$ cat src/rtl/mem_arbiter.sv
// Two-requester arbiter onto a shared synchronous-read memory port, round-robin with optional locked bursts.
// Lock bursts (LOCK0/LOCK1 states, lcnt) are built only when MEM_ARB_LOCK_EN is defined.
module mem_arbiter #(
   parameter int unsigned MAX_LOCK = 8
) (
   input  logic        clk,
   input  logic        rst_n,

   input  logic        req0_valid,
   output logic        req0_ready,
   input  logic [1:0]  req0_we,
   input  logic [31:0] req0_addr,
   input  logic [31:0] req0_wdata,
   input  logic        req0_lock,
   output logic        req0_rvalid,
   output logic [31:0] req0_rdata,

   input  logic        req1_valid,
   output logic        req1_ready,
   input  logic [1:0]  req1_we,
   input  logic [31:0] req1_addr,
   input  logic [31:0] req1_wdata,
   input  logic        req1_lock,
   output logic        req1_rvalid,
   output logic [31:0] req1_rdata,

   output logic [31:0] mem_rd_addr,
   input  logic [31:0] mem_rd_data,
   output logic [1:0]  mem_wr_en,
   output logic [31:0] mem_wr_addr,
   output logic [31:0] mem_wr_data
);

   localparam int unsigned AW     = 32;
   localparam int unsigned DW     = 32;
   localparam int unsigned WEW    = 2;
   localparam int unsigned LCNT_W = 8;

   logic          ptr;
   logic          gnt0;
   logic          gnt1;
   logic          hold0;
   logic          hold1;
   logic          acc;
   logic [WEW-1:0] sel_we;
   logic [AW-1:0]  sel_addr;
   logic [DW-1:0]  sel_wdata;

`ifdef MEM_ARB_LOCK_EN
   typedef enum logic [1:0] {
      ST_OPEN  = 2'd0,
      ST_LOCK0 = 2'd1,
      ST_LOCK1 = 2'd2
   } state_t;

   state_t              state;
   state_t              state_nxt;
   logic [LCNT_W-1:0]   lcnt;
   logic [LCNT_W-1:0]   lcnt_nxt;
   logic [LCNT_W-1:0]   lcnt_inc;
   logic                sel_lock;

   // A locked owner keeps the grant only while it is actually requesting
   assign hold0    = (state == ST_LOCK0) && req0_valid;
   assign hold1    = (state == ST_LOCK1) && req1_valid;
   assign sel_lock = gnt1 ? req1_lock : req0_lock;
   assign lcnt_inc = lcnt + LCNT_W'(1);

   // State register
   always_ff @(posedge clk or negedge rst_n) begin
      if (!rst_n) begin
         state <= ST_OPEN;
         lcnt  <= '0;
      end else begin
         state <= state_nxt;
         lcnt  <= lcnt_nxt;
      end
   end

   // Next-state: enter, extend or release a locked burst
   always_comb begin
      state_nxt = state;
      lcnt_nxt  = lcnt;
      if (hold0 || hold1) begin
         if (!sel_lock || (lcnt_inc == LCNT_W'(MAX_LOCK))) begin
            state_nxt = ST_OPEN;
            lcnt_nxt  = '0;
         end else begin
            lcnt_nxt  = lcnt_inc;
         end
      end else if (acc && sel_lock && (MAX_LOCK > 1)) begin
         state_nxt = gnt1 ? ST_LOCK1 : ST_LOCK0;
         lcnt_nxt  = LCNT_W'(1);
      end else begin
         state_nxt = ST_OPEN;
         lcnt_nxt  = '0;
      end
   end
`else
   logic unused_lock;

   assign hold0       = 1'b0;
   assign hold1       = 1'b0;
   assign unused_lock = req0_lock ^ req1_lock;
`endif

   // Grant: locked owner first, otherwise sole requester or round-robin pointer
   always_comb begin
      gnt0 = 1'b0;
      gnt1 = 1'b0;
      if (!rst_n) begin
         gnt0 = 1'b0;
         gnt1 = 1'b0;
      end else if (hold0) begin
         gnt0 = 1'b1;
      end else if (hold1) begin
         gnt1 = 1'b1;
      end else if (req0_valid && req1_valid) begin
         gnt0 = !ptr;
         gnt1 = ptr;
      end else begin
         gnt0 = req0_valid;
         gnt1 = req1_valid;
      end
   end

   assign acc        = gnt0 | gnt1;
   assign req0_ready = gnt0;
   assign req1_ready = gnt1;

   assign sel_we    = gnt1 ? req1_we    : req0_we;
   assign sel_addr  = gnt1 ? req1_addr  : req0_addr;
   assign sel_wdata = gnt1 ? req1_wdata : req0_wdata;

   // Memory port is idle (all zero) unless a transfer is accepted
   always_comb begin
      mem_rd_addr = '0;
      mem_wr_en   = '0;
      mem_wr_addr = '0;
      mem_wr_data = '0;
      if (acc) begin
         if (sel_we == 2'b00) begin
            mem_rd_addr = sel_addr;
         end else begin
            mem_wr_en   = sel_we;
            mem_wr_addr = sel_addr;
            mem_wr_data = sel_wdata;
         end
      end
   end

   // Pointer and read-response tracking
   always_ff @(posedge clk or negedge rst_n) begin
      if (!rst_n) begin
         ptr         <= 1'b0;
         req0_rvalid <= 1'b0;
         req1_rvalid <= 1'b0;
      end else begin
         if (acc) begin
            ptr <= gnt0;
         end
         req0_rvalid <= gnt0 && (req0_we == 2'b00);
         req1_rvalid <= gnt1 && (req1_we == 2'b00);
      end
   end

   // Memory data arrives one cycle after the address; steer it to the owner
   assign req0_rdata = req0_rvalid ? mem_rd_data : DW'(0);
   assign req1_rdata = req1_rvalid ? mem_rd_data : DW'(0);

endmodule
$ cat config.mk
export PLATFORM = sky130hd
export DESIGN_NAME = mem_arbiter
export DESIGN_NICKNAME = d
export VERILOG_FILES = /design/src/rtl/mem_arbiter.sv
export SDC_FILE = /design/constraint.sdc
export NUM_CORES = 1
export LEC_CHECK = 0
export CORE_AREA = 5 5 126 128
export DETAILED_ROUTE_END_ITERATION = 10
export DIE_AREA = 0 0 131 133
export PLACE_DENSITY = 0.64
export SETUP_SLACK_MARGIN = 0.4
export SLEW_MARGIN = 10
export SYNTH_ARGS = -nofsm -noshare
export SYNTH_HDL_FRONTEND = slang
export SYNTH_SLANG_ARGS = --single-unit
$ cat constraint.sdc
create_clock -name clk -period 4.8 [get_ports clk]
set_clock_uncertainty 0.2 [all_clocks]
set_input_delay 0.96 -clock clk [delete_from_list [all_inputs] [get_ports clk]]
set_output_delay 0.96 -clock clk [all_outputs]
set_load 0.02 [all_outputs]
# After elaboration in Yosys (flattened, before gate mapping)
# Index checks and enable logic that the tools add are counted.
[op_classes] muxes=17 n_bitwise=1 reduce_logical=7
[op_table] operator="32-bit two-way mux" n=10
[op_table] operator="2-bit logical NOT" n=3
[op_table] operator="2-bit two-way mux" n=3
[op_table] operator="1-bit two-way mux" n=4
[op_table] operator="1-bit logical AND" n=3
[op_table] operator="1-bit logical NOT" n=1
[op_table] operator="1-bit OR" n=1
[totals] reg_bits=3 input_bits=170

# Longest topological paths before layout
[logic_depth] word_depth=7 ltp_mapped=6 depth_no_buf=3

# Worst setup path after synthesis
# Ideal clock, no wire load.
[synth_timing] path_type="in2out" startpoint="in req1_we[0]" endpoint="out mem_wr_data[13]" t_arrival_ns=1.967 required_time_ns=3.640 path_slack_ns=1.673 stages=5 cell_sequence="or2_2 > buf_2 > buf_1 > nand4_1 > a21oi_1"
[synth_between] elab_chain_len=4
[synth_rtl] item="start: declaration" line="20" text="input logic [1:0] req1_we,"
[synth_rtl] item="2-bit two-way mux" line="131" text="assign sel_we = gnt1 ? req1_we : req0_we;"
[synth_rtl] item="2-bit logical NOT" line="142" text="if (sel_we == 2'b00) begin"
[synth_rtl] item="32-bit two-way mux" line="142"
[synth_rtl] item="32-bit two-way mux" line="141" text="if (acc) begin"
[synth_rtl] item="end: declaration" line="31" text="output logic [31:0] mem_wr_data"
# No other way between the ends.

# Final worst setup path
[layout_timing] startpoint="in req0_we[0]" endpoint="out mem_wr_data[5]"
[layout_between] elab_chain_len=4
[layout_rtl] item="start: declaration" line="11" text="input logic [1:0] req0_we,"
[layout_rtl] item="2-bit two-way mux" line="131"
[layout_rtl] item="2-bit logical NOT" line="142"
[layout_rtl] item="32-bit two-way mux" line="142"
[layout_rtl] item="32-bit two-way mux" line="141"
# No other way between the ends.

==> results.txt <==
Run status - completed
Syn Area/Cell - 6.03 µm²
Area of the core - 0.0148 mm²
Hold Crit Start - ptr
Most frequent cells in the layout - clkdlybuf4s50_1, a21oi_1, nand4_1, o211ai_1, and2_1
Clock sinks - 3
Final setup violation count - 0
# DRC - 0
Placed Instances - 916
Commonest non-fill, non-tap cell in the layout - clkdlybuf4s50_1
Final wirelength - 18400 µm
Num CTS Buffers - 3
Post-synthesis sequential area ratio - 0.0273
Max_slew headroom - 0.464
Largest family of logic cells by synthesized area - compound AO/OA/AOI/OAI gates
Worst-Margin Slew - 0.804 ns
Leak - 1.99 nW
Post-Synth Adder-Cell Area - 0
CTS tree - built
Clock Tree Buf Depth - 2
Die W - 131 µm
Req. time, crit path - 3.64 ns
Global-route wire length before repair - 27700 µm
RSZ-0062 raised after global routing - true
I/O Buffers - 333
DR vias - 5101
Largest net degree at the start of global routing - 69
Die height - 133 µm
Worst-case register-to-register setup slack - 3.51 ns
Cell row count - 45
Synth Instances - 457
Maximum fanout along the worst path - 58
Layout cells sized above 1 - 0.0409
Net Count, Synth - 627
Tmin final - 4.35 ns
XOR/XNOR share of the synthesized area - 0
Flops & latches, synth - 3
Initial drt markers - 287
N_diodes - 0
Simple-gate area share of the yosys netlist - 0.393
R2R Path End - req1_rvalid
Fin. Hold Viols - 0
Worst min path class - flip-flop to flip-flop
Pwr Total - 0.000722 W
Clk pin slew, worst setup/hold paths - 0.03 ns
CTS H-tree depth - 1
Placer congestion estimate - 0.828
Post-synthesis compound-gate area fraction - 0.445
Fin Setup TNS - 0 ns
Max Freq - 230 MHz
IO Pins - 336
CP endpoint kind - output port
Antenna Nets Post-Route - 0
Clk_lat worst skew - 0.22 ns
Post-Syn Area - 0.00275 mm²
Pwr dens - 114 mW/mm²
Total gr overflow - 0
Initial antenna violation count - 0
Synth unique cells - 19
Slew Viols, Final - 0
Dpl hpwl - 13600 µm
Crit share post-route - 0.907
Final Non-Filler Cells - 921
Die area - 0.0174 mm²
Worst r2r path cells - 3
Critical path launch point type - input port
Synth-to-Final Area Change - 130%
Initial cell density of the core - 0.187
Mux contribution to synthesized area - 0
Worst Hold Path EP - ptr
Via-to-Cell Ratio - 5.54
Hold-critical path depth - 2
Worst path arrival time - 3.19 ns
WS Path Type - input port to output port
Clk root buf - clkbuf_16
GRT Overall Usage - 0.192
Worst vdd ir - 0.0000705 V
Max-Cap Viols - 0
Warning count from the yosys run - 0
Per-cell routed wire length - 20.0 µm
NumNets Final - 904
R2R Path Start - ptr
Drt pass-1 iters - 5
Number of global-route vias before repair - 4989
## layout make-up
type | count | area [µm²]
Clock buffer | 4 | 78.8
Fill cell | 1522 | 8410
Inverter | 1 | 3.75
Multi-Input combinational cell | 374 | 2350
Sequential cell | 3 | 75.1
Tap cell | 188 | 235
Timing Repair Buffer | 351 | 3600
## routing by layer
| metal | up-vias | track usage | wire length [µm] |
|---|---|---|---|
| li1 | 2354 | - | - |
| met1 | 2391 | 0.222 | 6770 |
| met2 | 318 | 0.354 | 9470 |
| met3 | 38 | 0.0355 | 1660 |
| met4 | 0 | 0.0503 | 520 |
| met5 | - | 0 | 0 |
## cells by family after synthesis
family,Yosys count
AOI/OAI and AO/OA,197
and+or+nand+nor,177
buffers and inverters,80
DFF,3
## synthesized netlist by cell type
library cell | instances | area [µm²]
a21oi_1 | 98 | 490
nand4_1 | 96 | 601
o211ai_1 | 96 | 721
and2_1 | 65 | 407
clkbuf_1 | 38 | 143
buf_2 | 32 | 160
buf_4 | 8 | 60.1
nand2_1 | 4 | 15.0
nor2_1 | 4 | 15.0
dfrtp_1 | 3 | 75.1
nand3_1 | 3 | 15.0
o21ai_0 | 2 | 10.0
or2_2 | 2 | 12.5
buf_1 | 1 | 3.75
inv_1 | 1 | 3.75
nand2b_1 | 1 | 6.26
nor2b_1 | 1 | 6.26
nor3_1 | 1 | 5.00
o21ai_1 | 1 | 5.00
## sequential cells by signal, indices dropped and copies added, names as in the netlist
signal / flops
ptr: 1
req0_rvalid: 1
req1_rvalid: 1
## where the power goes
| part | switching, W | total (W) | internal (W) |
|---|---|---|---|
| Clock | 0.0000231 | 0.000133 | 0.000110 |
| Combinational | 0.000281 | 0.000558 | 0.000277 |
| Sequential | 0.00000474 | 0.0000317 | 0.0000269 |
## per-stage QoR
step	worst slack, ns	hold WS, ns	util	cell area [µm²]
after floorplan	1.67	0.283	-	2750
after global placement	0.411	0.394	0.424	6250
after detailed placement	0.376	0.390	0.424	6250
after CTS	0.414	0.403	0.430	6340
after global routing	0.366	0.455	0.430	6340
final	0.445	0.400	0.430	6340
## critical path, stage by stage
cell             delay, ns
clkdlybuf4s50_1       0.54
or2_2                 0.27
buf_12                0.30
o211ai_1              0.14
a21oi_1               0.29
clkdlybuf4s50_1       0.68
## worst max-delay path by stage
| stage | from | end | slack (ns) | cells past startpoint |
|---|---|---|---|---|
| after floorplan | req1_we[0] | mem_wr_data[13] | 1.67 | 5 |
| after global placement | rst_n | mem_rd_addr[26] | 0.41 | 6 |
| after detailed placement | rst_n | mem_rd_addr[26] | 0.38 | 6 |
| after CTS | rst_n | mem_wr_data[7] | 0.41 | 6 |
| after global routing | req0_valid | mem_rd_addr[26] | 0.37 | 6 |
| final | req0_we[0] | mem_wr_data[5] | 0.45 | 6 |
## timing repair
| item | in CTS | in global routing |
|---|---|---|
| hold endpoints to repair | 0 | 0 |
| resized for setup | 1 | 2 |
| pin swaps | 1 | 0 |
| setup endpoints to repair | 3 | 24 |
| setup buffers | 1 | 0 |
| hold buffers | 0 | 0 |
Power figures use the tool's default switching activity.
